$ cat src/rtl/sevensegment_capture_if.sv
// Seven-segment capture bus: scanned display lines in, decoded digits out.
// master = scanner/consumer side, slave = capture block.
interface sevensegment_capture_if #(
  parameter int DIGITS = 4
);
  logic [DIGITS-1:0]   digit_en;
  logic [7:0]          segments;
  logic [4*DIGITS-1:0] value;
  logic [DIGITS-1:0]   valid;
  logic [DIGITS-1:0]   dp;
  logic [DIGITS-1:0]   bad_pattern;
  logic                update;
  logic [2:0]          update_digit;

  modport master (
    output digit_en, segments,
    input  value, valid, dp, bad_pattern,
    input  update, update_digit
  );

  modport slave (
    input  digit_en, segments,
    output value, valid, dp, bad_pattern,
    output update, update_digit
  );
endinterface

$ cat src/rtl/sevensegment_capture.sv
// Captures a scanned 7-seg bus; a pattern stable for STABLE_CYCLES samples
// is decoded to hex. Ports: clk, rst_n, bus (slave modport, see _if).
module sevensegment_capture #(
  parameter int DIGITS        = 4,
  parameter int STABLE_CYCLES = 4
) (
  input logic                  clk,
  input logic                  rst_n,
  sevensegment_capture_if.slave bus
);

  localparam int CW = $clog2(STABLE_CYCLES + 1);
  localparam logic [CW-1:0] CNT_LAST = CW'(STABLE_CYCLES - 1);

  typedef enum logic [1:0] {
    IDLE,
    TRACK,
    CAPTURED
  } state_t;

  state_t state_q, state_d;
  logic [CW-1:0] cnt_q, cnt_d;
  logic [DIGITS-1:0] r_en, ref_en;
  logic [7:0] r_seg, ref_seg;
  logic load;
  logic same;
  logic one_hot;
  logic capture;
  logic hit;
  logic [3:0] dig;
  logic [2:0] idx;

  logic [4*DIGITS-1:0] value_q;
  logic [DIGITS-1:0] valid_q;
  logic [DIGITS-1:0] dp_q;
  logic [DIGITS-1:0] bad_q;
  logic update_q;
  logic [2:0] update_digit_q;

  assign same = (r_en == ref_en) && (r_seg == ref_seg);
  assign one_hot = (r_en != '0) &&
                   ((r_en & (r_en - DIGITS'(1))) == '0);

  always_ff @(posedge clk or negedge rst_n) begin
    if (!rst_n) begin
      r_en    <= '0;
      r_seg   <= '0;
      state_q <= IDLE;
      cnt_q   <= '0;
      ref_en  <= '0;
      ref_seg <= '0;
    end else begin
      r_en    <= bus.digit_en;
      r_seg   <= bus.segments;
      state_q <= state_d;
      cnt_q   <= cnt_d;
      if (load) begin
        ref_en  <= r_en;
        ref_seg <= r_seg;
      end
    end
  end

  // IDLE and "CAPTURED with a change" behave identically.
  always_comb begin
    state_d = state_q;
    cnt_d   = cnt_q;
    load    = 1'b0;
    unique case (state_q)
      IDLE: begin
        if (one_hot) begin
          state_d = TRACK;
          cnt_d   = CW'(1);
          load    = 1'b1;
        end else begin
          cnt_d = '0;
        end
      end
      TRACK: begin
        if (same) begin
          cnt_d = cnt_q + CW'(1);
          if (cnt_q == CNT_LAST) state_d = CAPTURED;
        end else if (one_hot) begin
          cnt_d = CW'(1);
          load  = 1'b1;
        end else begin
          state_d = IDLE;
          cnt_d   = '0;
        end
      end
      CAPTURED: begin
        if (!same) begin
          if (one_hot) begin
            state_d = TRACK;
            cnt_d   = CW'(1);
            load    = 1'b1;
          end else begin
            state_d = IDLE;
            cnt_d   = '0;
          end
        end
      end
      default: begin
        state_d = IDLE;
        cnt_d   = '0;
      end
    endcase
  end

  always_comb begin
    capture = (state_q == TRACK) && same && (cnt_q == CNT_LAST);
    idx = '0;
    for (int i = 0; i < DIGITS; i++)
      if (ref_en[i]) idx = 3'(i);
    hit = 1'b1;
    dig = '0;
    case (ref_seg[6:0])
      7'h3F: dig = 4'h0;
      7'h06: dig = 4'h1;
      7'h5B: dig = 4'h2;
      7'h4F: dig = 4'h3;
      7'h66: dig = 4'h4;
      7'h6D: dig = 4'h5;
      7'h7D: dig = 4'h6;
      7'h07: dig = 4'h7;
      7'h7F: dig = 4'h8;
      7'h6F: dig = 4'h9;
      7'h77: dig = 4'hA;
      7'h7C: dig = 4'hB;
      7'h39: dig = 4'hC;
      7'h5E: dig = 4'hD;
      7'h79: dig = 4'hE;
      7'h71: dig = 4'hF;
      default: hit = 1'b0;
    endcase
  end

  always_ff @(posedge clk or negedge rst_n) begin
    if (!rst_n) begin
      value_q        <= '0;
      valid_q        <= '0;
      dp_q           <= '0;
      bad_q          <= '0;
      update_q       <= 1'b0;
      update_digit_q <= '0;
    end else begin
      update_q <= capture;
      if (capture) begin
        update_digit_q <= idx;
        for (int i = 0; i < DIGITS; i++) begin
          if (3'(i) == idx) begin
            dp_q[i] <= ref_seg[7];
            if (hit) begin
              value_q[4*i +: 4] <= dig;
              valid_q[i]        <= 1'b1;
              bad_q[i]          <= 1'b0;
            end else begin
              bad_q[i] <= 1'b1;
            end
          end
        end
      end
    end
  end

  assign bus.value        = value_q;
  assign bus.valid        = valid_q;
  assign bus.dp           = dp_q;
  assign bus.bad_pattern  = bad_q;
  assign bus.update       = update_q;
  assign bus.update_digit = update_digit_q;

endmodule

$ cat src/flat_wrapper.sv
// flat-port wrapper written by rule: the top's interface ports become plain ports
module sevensegment_capture_flat 
#(
  parameter int DIGITS        = 4,
  parameter int STABLE_CYCLES = 4
)
  (clk, rst_n, bus_digit_en, bus_segments, bus_value, bus_valid, bus_dp, bus_bad_pattern, bus_update, bus_update_digit);
  sevensegment_capture_if #(.DIGITS(DIGITS)) bus_i ();
  input logic clk;
  input logic rst_n;
  input wire logic [$bits(bus_i.digit_en)-1:0] bus_digit_en;
  input wire logic [$bits(bus_i.segments)-1:0] bus_segments;
  output wire logic [$bits(bus_i.value)-1:0] bus_value;
  output wire logic [$bits(bus_i.valid)-1:0] bus_valid;
  output wire logic [$bits(bus_i.dp)-1:0] bus_dp;
  output wire logic [$bits(bus_i.bad_pattern)-1:0] bus_bad_pattern;
  output wire logic [$bits(bus_i.update)-1:0] bus_update;
  output wire logic [$bits(bus_i.update_digit)-1:0] bus_update_digit;
  assign bus_i.digit_en = bus_digit_en;
  assign bus_i.segments = bus_segments;
  assign bus_value = bus_i.value;
  assign bus_valid = bus_i.valid;
  assign bus_dp = bus_i.dp;
  assign bus_bad_pattern = bus_i.bad_pattern;
  assign bus_update = bus_i.update;
  assign bus_update_digit = bus_i.update_digit;
  sevensegment_capture #(.DIGITS(DIGITS), .STABLE_CYCLES(STABLE_CYCLES)) u_core (.clk(clk), .rst_n(rst_n), .bus(bus_i));
endmodule
$ cat config.mk
export PLATFORM = sky130hd
export DESIGN_NAME = sevensegment_capture_flat
export DESIGN_NICKNAME = d
export VERILOG_FILES = /design/src/rtl/sevensegment_capture_if.sv /design/src/rtl/sevensegment_capture.sv /design/src/flat_wrapper.sv
export SDC_FILE = /design/constraint.sdc
export NUM_CORES = 1
export LEC_CHECK = 0
export ABC_AREA = 1
export BUFFER_PORTS_ARGS = -buffer_cell sky130_fd_sc_hd__buf_2
export CAP_MARGIN = 20
export CORE_ASPECT_RATIO = 0.9
export CORE_UTILIZATION = 45
export CTS_CLUSTER_DIAMETER = 30
export DETAILED_ROUTE_END_ITERATION = 16
export PLACE_DENSITY = 0.71
export RECOVER_POWER = 50
export SETUP_SLACK_MARGIN = 0.02
export SYNTH_ARGS = -nofsm -noshare
export SYNTH_HDL_FRONTEND = slang
export SYNTH_SLANG_ARGS = --single-unit
$ cat constraint.sdc
create_clock -name clk -period 3.47 [get_ports clk]
set_clock_uncertainty 0.1 [all_clocks]
set_input_delay 0.694 -clock clk [delete_from_list [all_inputs] [get_ports clk]]
set_output_delay 0.694 -clock clk [all_outputs]
set_load 0.005 [all_outputs]
======== Word level (Yosys, flattened, before mapping) ========
Cells that the tools add are included.
word-level totals
  bits in registers ....................... 61
operators by class
  bitwise logic cells ..................... 1
  mux-type cells .......................... 20
  equality and inequality tests ........... 28
  add/sub/neg operators ................... 2
  reduce and logical (&&, ||, !) cells .... 19
operator list
  cell                   count
  $eq A7 B7 Y1 const B   12
  $pmux W4 S15           1
  $reduce_or A16 Y1      1
  $eq A7 B3 Y1 const B   2
  $eq A7 B6 Y1 const B   2
  $mux W2                7
  $reduce_and A3 Y1      4
  $pmux W3 S3            1
  $eq A8 B8 Y1           1
  $reduce_and A2 Y1      4
  $mux W1                7
  $mux W3                2
  $pmux W2 S3            1
  $and A4 B4 Y4          1
  $eq A2 B2 Y1 const A   2
  $eq A4 B4 Y1           1
  $logic_and A1 B1 Y1    4
  $logic_not A4 Y1       1
  $reduce_and A4 Y1      1
  $reduce_bool A4 Y1     1
  $sub A4 B1 Y4 const B  1
  $add A3 B1 Y3 const B  1
  $eq A3 B2 Y1 const B   1
  $logic_not A3 Y1       1
  10 further kinds       10

======== Longest topological paths before layout ========
Gate-level depths: netlist of the first run.
  depth after elaboration ................. 7
  mapped depth ............................ 13
  depth with buffers taken out ............ 12

======== Least setup slack after synthesis of the first run ========
Ideal clock, no wire load.
  path type ............................... register to register
  start ................................... register u_core.ref_en[3]
  end ..................................... register u_core.dp_q[2], in the netlist u_core.bus.dp[2]
  slack ................................... 1799 ps
  stages on the path, launching flop included .. 11
  path buffers ............................ 2
  arrival ................................. 1455 ps
  setup time .............................. 117 ps
  required time ........................... 3253 ps
  period minus slack after synthesis ...... 1671 ps
  cells stage by stage .................... dfrtp_1 buf_2 xnor2_1 nand2_1 nor2_4 nand3_4 nor2_8 buf_6 nand2_2 nand2_1 nand2_1
between the ends
  longest elaborated chain between the ends .. 5
  elaborated cells on any way between the ends .. 7
  those cells by class .................... 2 x eq/ne; 1 x mux; 4 x reduce/logical
RTL lines
  element                               line                         text
  start: declaration                    sevensegment_capture.sv:23   logic [DIGITS-1:0] r_en, ref_en;
  start signal: assignment              sevensegment_capture.sv:58   ref_en <= r_en;
  $eq A4 B4 Y1                          sevensegment_capture.sv:40   assign same = (r_en == ref_en) && (r_seg == ref_seg);
  $logic_and A1 B1 Y1                   sevensegment_capture.sv:40
  $logic_and A1 B1 Y1 (2 in series)     sevensegment_capture.sv:111  capture = (state_q == TRACK) && same && (cnt_q == CNT_LAST);
  $reduce_and A2 Y1 (no source line) *  --
  end signal: indexed assignment        sevensegment_capture.sv:152  dp_q[i] <= ref_seg[7];
  end: declaration                      sevensegment_capture.sv:35   logic [DIGITS-1:0] dp_q;
Every way passes the cells marked *; elsewhere a longest branch is shown, timed or not.
A chain may end at the register's enable or synchronous reset.

==> metrics.cfg, run 1 <==
[clock_tree]
htreeDepth=3
post_cts_buffers=0
cts_resized=0
cts_hold_buffers=0
cts_sinks=60
cts_buffers=9
cts_tree=yes
path_clk_slew_ns=0.06
clockBufferDepth=2
clkLatencyLatePin_ns=0.33
cts-root-buf=clkbuf_8

[global_routing]
grt_pass1_wl_um=10390
globalRouteOverflowTotal=0
track_usage_pct=18.04
grt_max_degree=36
met2_usage_pct=29.00
grt_use_met3_pct=4.775
grt_pass1_vias=2308
antenna_found_initial=0
grt_use_met1_pct=23.88
grt.busiest_layer=met2

[power_and_ir_drop]
clkPwrFrac_pct=26.3
combPwrFrac_pct=29.1
intPower_mw=1.265
net-switching-power_mw=0.7881
swShare_pct=38.39
p_leak_nw=2.113
seqPwrFrac_pct=44.5
peakVddDrop_mv=0.3616
power.density_nw_per_um2=574.7

[setup_path]
path_cells=clkbuf_1 -> clkbuf_1
critPathBufInv=2
startpoint_type=input pin
crit_slowest_cell=clkbuf_1
critPathArrivalTime_ns=2.48
critPathCaptureType=async pin
crit_family=buffers and inverters
critPathKind=input pin to async pin
cp_max_fo=25
path_common_cell=clkbuf_1
slowest_delay_ns=0.96
required_ns=3.68

[routing]
initialDrtViolationCount=108
vias=2573
routed_wl_um=5960
route.detailed.drc=0
via_per_inst=4.653
wl_per_cell_um=10.78
drtPass1Iterations=4
ant_nets=0

[placement]
io_buffers=44
hpwl_um=4519
place_area_um2=3415
finalWeightedCongestion=0.8206
pre_cts_ws_ns=1.330

[timing]
relSlewSlack_pct=9.951
setup_violations=0
period_needed_ns=2.268
slew_viol_final=0
worst_pin_slew_ns=1.351
max_freq_ghz=0.4410
fin_crit_sh_pct=65.35
finalHoldViolations=0
setup_tns_ns=0
fin_ws_ns=1.202
rsz0062_at_grt=no

[synthesis]
ys_ff_latch=60
ys_types=28
synthesis.area_um2=3134
ys_warn_count=0
yosys.area.top_type=dfrtp_1
syn_avg_cell_area_um2=7.626
synthTopCellsByArea=dfrtp_1, nand2_1, nand3_1, inv_1, nor2_1
syn_nets=431
syn_inst=411
synth-seq-area-share_pct=47.90
yosys.area.top_type_share_pct=47.90

[job]
max-cap-violations=0

[floorplan]
core_um2=6656
row_count=28
chipWidth_um=89.97
die_h_um=81.18
start_util_pct=47.09
io_pins=46
fp.dieArea_um2=7303

[cells_and_area]
area_growth_pct=13.97
nNetsFinal=479
final_area_um2=3572
fillCellCount=659
drive_gt1_share_pct=16.85
regArea_um2=1501
multi_input_area_um2=1385
diodes=0

[run_status]
outcome=completed

[worst_hold_path]
hp-class=flip-flop to flip-flop

area by class of cell:
class,instances,share of cell area (%)
flip-flops and latches,60,42.03
multi-input cells,294,38.77
repair buffers,46,6.270
inverters,48,5.044
clock buffers,13,4.448
well taps,90,3.152
clock inverters,2,0.2802
metrics by stage:
step           hold slack (ns)  util, %  instances  power, mW
2_1_floorplan           0.2984        -        411      1.391
4_1_cts                 0.2615    53.83        553      2.080
3_3_place_gp            0.3419    51.30        538      1.517
6_report                0.3585    53.67        553      2.053
3_5_place_dp            0.3458    51.30        538      1.529
5_1_grt                 0.3505    53.67        553      2.213
cell usage in the layout (no fill, tap or decap):
cell	count
nand3_4	1
nor3b_1	1
nand2_4	1
ha_1	6
nand2_2	7
nand3_1	48
buf_2	41
and2_1	1
a31oi_1	1
o21ai_1	1
nand3b_1	1
nor2_1	35
clkbuf_8	11
clkbuf_1	7
nor2_2	2
dfrtp_1	60
inv_2	5
o21ai_0	4
conb_1	1
a21oi_1	2
nand2_1	166
xnor2_1	5
nand4_1	2
inv_1	43
o2111ai_1	1
nor2_4	7
nor2_8	1
clkinv_2	2
worst paths after layout:
path | from | endpoint | slack (ns) | cells past startpoint
worst max-delay path | rst_n | u_core.r_en[0]$_DFF_PN0_ | 1.20 | 2
worst min register to register | u_core.bus.valid[0]$_DFFE_PN0P_ | u_core.bus.valid[0]$_DFFE_PN0P_ | 0.36 | 2
worst min-delay path | u_core.bus.valid[0]$_DFFE_PN0P_ | u_core.bus.valid[0]$_DFFE_PN0P_ | 0.36 | 2
min in group asynchronous | rst_n | u_core.bus.value[9]$_DFFE_PN0P_ | 0.55 | 1
worst max register to register | u_core.ref_en[3]$_DFFE_PN0P_ | u_core.ref_en[1]$_DFFE_PN0P_ | 1.31 | 9
max in group clk | u_core.ref_en[3]$_DFFE_PN0P_ | u_core.ref_en[1]$_DFFE_PN0P_ | 1.31 | 9
state kept, by name, indices dropped and copies added (netlist names):
| name | cells |
|---|---|
| u_core.ref_seg | 8 |
| u_core.bus.dp | 4 |
| u_core.bus.update | 1 |
| u_core.ref_en | 4 |
| u_core.bus.valid | 4 |
| u_core.r_seg | 8 |
| u_core.bus.bad_pattern | 4 |
| u_core.state_q | 2 |
| u_core.cnt_q | 3 |
| u_core.r_en | 4 |
| u_core.bus.value | 16 |
| u_core.bus.update_digit | 2 |
power by group through the flow:
stage | Combinational [mW] | Sequential, mW | Clock, mW
floorplan | 0.509 | 0.882 | 0
global placement | 0.595 | 0.922 | 0
detailed placement | 0.602 | 0.927 | 0
CTS | 0.604 | 0.915 | 0.562
global route | 0.692 | 0.931 | 0.590
finish | 0.598 | 0.914 | 0.541
kinds of logic after synthesis:
logic type | synth area share (%)
xor+xnor | 1.397
simple gates | 38.68
flops | 47.90
fa+ha+maj | 2.395
buf+inv | 7.904
other cells | 0.1196
compound gates | 1.597
cell usage after synthesis:
cell	count
inv_1	43
nor3b_1	1
a21oi_1	2
nand2_1	166
o21ai_0	4
and2_1	1
o21ai_1	1
inv_2	5
nor2_8	1
nand2_4	1
nand2_2	7
a31oi_1	1
nand3_1	48
buf_4	2
clkbuf_1	1
xnor2_1	5
nor2_4	7
conb_1	1
o2111ai_1	1
buf_2	3
ha_1	6
nand3_4	1
nand3b_1	1
dfrtp_1	60
nor2_1	35
nand4_1	2
buf_6	3
nor2_2	2
routing by layer:
| metal | part of all wire (%) | up-vias | routed length [µm] |
|---|---|---|---|
| met5 | 0 | - | 0 |
| met4 | 0.97 | 0 | 58 |
| met3 | 5.7 | 5 | 340 |
| met2 | 44 | 61 | 2628 |
| met1 | 49 | 1156 | 2932 |
| li1 | - | 1351 | - |
tightest hold or removal path: stages, from the launching register on:
cell and delay (ns):
dfrtp_1 0.34, inv_1 0.04, nand2_1 0.05
Note: power is estimated with default switching activity, not from simulation.
==> run 2: changes to the inputs <==
==> constraint.sdc (replaced) <==
create_clock -name clk -period 2.2 [get_ports clk]
set_clock_uncertainty 0.1 [all_clocks]
set_input_delay 0.44 -clock clk [delete_from_list [all_inputs] [get_ports clk]]
set_output_delay 0.44 -clock clk [all_outputs]
set_load 0.005 [all_outputs]
==> metrics.cfg, run 2 (same netlist as run 1, synthesis figures left out) <==
[run_status]
outcome=completed

[timing]
worst_pin_slew_ns=1.454  ; +0.1038 ns
max_freq_ghz=0.5118
slew_viol_final=0  ; unchanged
rsz0062_at_grt=no
setup_violations=0  ; unchanged
fin_crit_sh_pct=88.82
relSlewSlack_pct=3.034  ; -6.9 points
hold-worst-slack_ns=0.1084  ; -0.2500 ns
period_needed_ns=1.954
setup_tns_ns=0  ; unchanged
finalHoldViolations=0  ; unchanged

[placement]
hpwl_um=4466  ; -1.2%
io_buffers=44  ; unchanged
finalWeightedCongestion=0.8568  ; +4.4%

[setup_path]
crit_family=simple AND/OR/NAND/NOR gates
cp_max_fo=12  ; -52%
path_common_cell=nand2_1
slowest_delay_ns=0.45  ; -0.51 ns
critPathArrivalTime_ns=2.12  ; -0.36 ns
startpoint_type=flip-flop
critPathBufInv=0  ; -2
critPathKind=flip-flop to flip-flop
critPathCaptureType=flip-flop
crit_slowest_cell=dfrtp_1
path_cells=xnor2_1 -> nand2_1 -> nor2_4 -> nand3_1 -> nand3_1 -> nand2_1 -> nand2_1 -> nand2_1 -> nand2_1
required_ns=2.36  ; -1.32 ns

[power_and_ir_drop]
seqPwrFrac_pct=41.5  ; -3.0 points
intPower_mw=2.187  ; +73%
power.density_nw_per_um2=948.5  ; +65%
swShare_pct=36.86  ; -1.5 points
net-switching-power_mw=1.277  ; +62%
combPwrFrac_pct=27.8  ; -1.3 points
clkPwrFrac_pct=30.7  ; +4.4 points
p_leak_nw=2.159  ; +2.1%
peakVddDrop_mv=0.6562  ; +81%

[clock_tree]
cts_resized=0  ; unchanged
clkLatencyLatePin_ns=0.33  ; about the same
path_clk_slew_ns=0.07  ; about the same
post_cts_buffers=0  ; unchanged
clockBufferDepth=2  ; unchanged
cts_buffers=9  ; unchanged
cts-root-buf=clkbuf_8
htreeDepth=3  ; unchanged
cts_sinks=60  ; unchanged
cts_tree=yes

[routing]
vias=2655  ; +3.2%
via_per_inst=4.775  ; +2.6%
wl_per_cell_um=11.27  ; +4.6%
route.detailed.drc=0  ; unchanged
ant_nets=0  ; unchanged
routed_wl_um=6268  ; +5.2%
initialDrtViolationCount=110  ; +1.9%
drtPass1Iterations=4  ; unchanged

[global_routing]
globalRouteOverflowTotal=0  ; unchanged
grt_max_degree=61  ; +69%
antenna_found_initial=0  ; unchanged
grt_pass1_vias=2390  ; +3.6%
grt_pass1_wl_um=10870  ; +4.6%
track_usage_pct=18.90  ; +0.86 points

[floorplan]
fp.dieArea_um2=7303  ; unchanged
core_um2=6656  ; unchanged
die_h_um=81.18  ; unchanged
start_util_pct=47.09  ; unchanged
io_pins=46  ; unchanged
row_count=28  ; unchanged
chipWidth_um=89.97  ; unchanged

[cells_and_area]
nNetsFinal=481  ; +0.42%
final_cell_mix=nand2_1, dfrtp_1, nand3_1
area_growth_pct=16.53
fillCellCount=636  ; -3.5%
drive_gt1_share_pct=18.88  ; +2.0 points
final_common_cell=nand2_1
largest_reg_flops=16  ; unchanged
diodes=0  ; unchanged

[job]
max-cap-violations=0  ; unchanged

[worst_hold_path]
hp-class=input pin to flip-flop

run 2: cell types whose count changed in the layout (fill, tap and decap cells not counted), sizes merged:
cell,before,now
clkbuf,18,14
buf,41,46
nor2,45,46
bufinv,0,1
clkinv,2,1
clkinvlp,0,1
run 2: per-layer routing:
layer	wire [µm]	GRT usage (%)	vias to the layer above
li1	-	-	1356
met1	3039	24.60	1230
met2	2885	31.00	64
met3	292	5.056	5
met4	52	6.290	0
met5	0	0	-
run 2: metrics by stage:
step	util, %	cell area [µm²]	total power [mW]	std cells	worst slack (ns)
global route	54.87	3652	3.731	556	0.06114
floorplan	-	3134	2.194	411	0.5286
finish	54.87	3652	3.464	556	0.2461
detailed placement	51.60	3435	2.421	539	0.1760
CTS	54.92	3656	3.504	555	0.1587
global placement	51.60	3435	2.396	539	0.2326
run 2: layout make-up:
class / instances / area (µm²) / share of cell area (%)
Sequential cell: 60 / 1501 / 41.11
Clock buffer: 13 / 178.9 / 4.899
Inverter: 48 / 180.2 / 4.933
Multi-Input combinational cell: 295 / 1396 / 38.23
Clock inverter: 3 / 42.54 / 1.165
Timing Repair Buffer: 47 / 240.2 / 6.578
Tap cell: 90 / 112.6 / 3.083
run 2: final timing paths:
check,from,end,slack (ns),cells after the start
min,bus_segments[3],u_core.r_seg[3]$_DFF_PN0_,0.11,1
min reg2reg,u_core.bus.valid[2]$_DFFE_PN0P_,u_core.bus.valid[2]$_DFFE_PN0P_,0.36,2
max,u_core.ref_seg[2]$_DFFE_PN0P_,u_core.ref_en[1]$_DFFE_PN0P_,0.25,9
min in group asynchronous,rst_n,u_core.bus.valid[3]$_DFFE_PN0P_,0.45,2
max reg2reg,u_core.ref_seg[2]$_DFFE_PN0P_,u_core.ref_en[1]$_DFFE_PN0P_,0.25,9
max in group asynchronous,rst_n,u_core.ref_en[1]$_DFFE_PN0P_,0.69,2
run 2: timing repair:
item                                   4_1_cts  5_1_grt
endpoints found under the hold margin        0        0
setup endpoints to repair                    0       16
hold buffers                                 0        0
run 2: power groups by stage:
stage	clock network (mW)	registers, mW	logic (mW)
finish	1.06	1.44	0.963
global route	1.14	1.46	1.13
CTS	1.10	1.43	0.972
detailed placement	0	1.45	0.967
global placement	0	1.44	0.953
floorplan	0	1.39	0.803
run 2: worst register-to-register path: cells and delay by family, from the launching register on:
kind | cells | cell delay [ns]
flip-flops | 1 | 0.45
XOR/XNOR | 1 | 0.19
AND/OR/NAND/NOR | 8 | 1.14
==> run 3: changes to the inputs <==
--- a/config.mk
+++ b/config.mk
@@ -8,11 +8,13 @@
 export ABC_AREA = 1
 export BUFFER_PORTS_ARGS = -buffer_cell sky130_fd_sc_hd__buf_2
 export CAP_MARGIN = 20
+export CELL_PAD_IN_SITES_DETAIL_PLACEMENT = 1
+export CELL_PAD_IN_SITES_GLOBAL_PLACEMENT = 1
 export CORE_ASPECT_RATIO = 0.9
-export CORE_UTILIZATION = 45
+export CORE_UTILIZATION = 37
 export CTS_CLUSTER_DIAMETER = 30
 export DETAILED_ROUTE_END_ITERATION = 16
-export PLACE_DENSITY = 0.71
+export PLACE_DENSITY = 0.81
 export RECOVER_POWER = 50
 export SETUP_SLACK_MARGIN = 0.02
 export SYNTH_ARGS = -nofsm -noshare
==> constraint.sdc (replaced) <==
create_clock -name clk -period 1.7 [get_ports clk]
set_clock_uncertainty 0.1 [all_clocks]
set_input_delay 0.34 -clock clk [delete_from_list [all_inputs] [get_ports clk]]
set_output_delay 0.34 -clock clk [all_outputs]
set_load 0.005 [all_outputs]
==> metrics.cfg, run 3 (same netlist as run 1, synthesis figures left out) <==
[run_status]
outcome=finished with violations
violations=setup timing

[cells_and_area]
diodes=0  ; unchanged
area_growth_pct=56.61
final_area_um2=4908  ; +34%
final_cell_mix=nand2_1, nand2_2, dfrtp_1
nNetsFinal=553  ; +15%
final_common_cell=nand2_1
largest_reg_flops=16  ; unchanged
drive_gt1_share_pct=49.63  ; +31 points

[power_and_ir_drop]
power.density_nw_per_um2=1208  ; +27%
intPower_mw=3.506  ; +60%
p_leak_nw=2.703  ; +25%
swShare_pct=40.87  ; +4.0 points
combPwrFrac_pct=44.0  ; +16 points
total_power_mw=5.929  ; +71%
peakVddDrop_mv=0.7427  ; +13%
seqPwrFrac_pct=32.4  ; -9.1 points
clkPwrFrac_pct=23.6  ; -7.1 points
net-switching-power_mw=2.423  ; +90%

[clock_tree]
cts_tree=yes
path_clk_slew_ns=0.07  ; about the same
htreeDepth=3  ; unchanged
clkLatencyLatePin_ns=0.35  ; +0.02 ns
cts-root-buf=clkbuf_8
clockBufferDepth=2  ; unchanged
cts_sinks=60  ; unchanged
cts_buffers=9  ; unchanged

[routing]
vias=3131  ; +18%
ant_nets=0  ; unchanged
route.detailed.drc=0  ; unchanged
routed_wl_um=10640  ; +70%
drtPass1Iterations=4  ; unchanged
initialDrtViolationCount=78  ; -29%
wl_per_cell_um=16.75  ; +49%
via_per_inst=4.931  ; +3.3%

[placement]
io_buffers=44  ; unchanged
place_area_um2=3719  ; +8.3%
finalWeightedCongestion=0.8782  ; +2.5%
hpwl_um=6004  ; +34%
pre_cts_ws_ns=-0.2422  ; -0.4182 ns

[floorplan]
io_pins=46  ; unchanged
row_count=31  ; +11%
die_h_um=89.32  ; +10%
chipWidth_um=99.02  ; +10%
fp.dieArea_um2=8844  ; +21%
core_um2=8145  ; +22%
start_util_pct=38.48  ; -8.6 points

[timing]
fin_ws_ns=-0.2618  ; -0.5079 ns
max_freq_ghz=0.5097  ; -0.40%
finalHoldViolations=0  ; unchanged
worst_pin_slew_ns=0.8449  ; -0.6096 ns
rsz0062_at_grt=yes
fin_crit_sh_pct=115.4  ; +27 points
hold-worst-slack_ns=0.3610  ; +0.2526 ns
slew_viol_final=0  ; unchanged
relSlewSlack_pct=43.68  ; +41 points
period_needed_ns=1.962  ; +0.007853 ns
setup_violations=48  ; +48

[setup_path]
startpoint_type=flip-flop
regToRegEndpoint=u_core.bus.value[2]$_DFFE_PN0P_
path_cells=inv_2 -> nand2_2 -> nand2_2 -> nand2_4 -> inv_2 -> nand2_2 -> nor2_4 -> nand3_4 -> nor2_8 -> buf_12 -> nand2_4 -> nand2_2 -> nand2_1
crit_family=simple AND/OR/NAND/NOR gates
critPathKind=flip-flop to flip-flop
required_ns=1.84  ; -0.52 ns
r2r-start=u_core.ref_seg[4]$_DFFE_PN0P_
cp_max_fo=6  ; -6
critPathCaptureType=flip-flop
r2r_slack_ns=-0.26  ; -0.51 ns
cp_num_cells=13  ; +4
crit_path_start=u_core.ref_seg[4]$_DFFE_PN0P_
crit_slowest_cell=dfrtp_2
crit_end=u_core.bus.value[2]$_DFFE_PN0P_
slowest_delay_ns=0.48  ; +0.03 ns
critPathBufInv=3  ; +3
path_common_cell=nand2_2
critPathArrivalTime_ns=2.10  ; -0.02 ns
rr_worst_depth=13  ; +4

[global_routing]
antenna_found_initial=0  ; unchanged
grt_pass1_wl_um=15280  ; +40%
globalRouteOverflowTotal=0  ; unchanged
grt_pass1_vias=3226  ; +35%
track_usage_pct=22.51  ; +3.6 points
grt_max_degree=61  ; unchanged

[worst_hold_path]
holdPathStages=2  ; +1
hp-class=flip-flop to flip-flop

[job]
max-cap-violations=0  ; unchanged

[run 3: cell types whose count changed in the layout (fill, tap and decap cells not counted), moves of 8 or more]
cell,previous run,this run
nand2_4,1,24
nor2_2,2,10
nor2_4,8,16
dfrtp_1,60,52
buf_4,2,39
dlygate4sd3_1,0,13
nand2_2,7,58
nor2_1,35,18
nand2_1,166,89
dfrtp_2,0,8
buf_6,0,16
[run 3: repair_timing]
| item | 4_1_cts | 5_1_grt |
|---|---|---|
| hold buffers | 13 | 0 |
| endpoints found under the setup margin | 47 | 48 |
| setup buffers | 9 | 27 |
| gates cloned | 2 | 1 |
| pin swaps | 9 | 55 |
| gates resized for setup | 41 | 140 |
| hold endpoints to repair | 72 | 0 |
[run 3: worst min-delay path by stage]
| stage | startpoint | to | slack [ns] |
|---|---|---|---|
| finish | u_core.bus.valid[0]$_DFFE_PN0P_ | u_core.bus.valid[0]$_DFFE_PN0P_ | 0.36 |
| global route | u_core.bus.valid[0]$_DFFE_PN0P_ | u_core.bus.valid[0]$_DFFE_PN0P_ | 0.40 |
| CTS | u_core.bus.valid[0]$_DFFE_PN0P_ | u_core.bus.valid[0]$_DFFE_PN0P_ | 0.37 |
| detailed placement | rst_n | u_core.bus.value[9]$_DFFE_PN0P_ | 0.28 |
| global placement | rst_n | u_core.bus.valid[3]$_DFFE_PN0P_ | 0.27 |
| floorplan | rst_n | u_core.bus.bad_pattern[0]$_DFFE_PN0P_ | -0.06 |
[run 3: power groups by stage]
stage	clock network [mW]	registers, mW	logic (mW)
after floorplan	0	1.80	1.04
after global placement	0	1.83	1.61
after detailed placement	0	1.85	1.69
after CTS	1.40	1.83	1.88
after global routing	1.46	1.94	2.82
final	1.40	1.92	2.61
[run 3: cell type report]
class	count	area (µm²)
clock buffer	13	178.9
sequential	60	1511
fill	943	3237
inverter	48	182.7
clock inverter	1	30.03
tap	99	123.9
multi-input combinational	294	1891
timing repair buffer	120	991.0
[run 3: per-stage QoR]
step                      utilization, %  instances  setup TNS [ns]
after floorplan                        -        411               0
after global placement             45.65        581          -2.683
after detailed placement           45.65        581          -6.660
after CTS                          53.16        619          -6.346
after global routing               60.26        635          -14.45
final                              60.26        635          -9.730
[run 3: per-layer routing]
layer  track usage, %  wire length (µm)
met4            8.277               289
met5                0                 0
met2            42.40              5680
met1            25.40              4335
met3            4.848               331
[run 3: worst register-to-register path: cells and delay by family (launching register included)]
kind                   cells  cell delay [ns]
AND/OR/NAND/NOR           10             0.93
flip-flops                 1             0.48
buffers and inverters      3             0.34
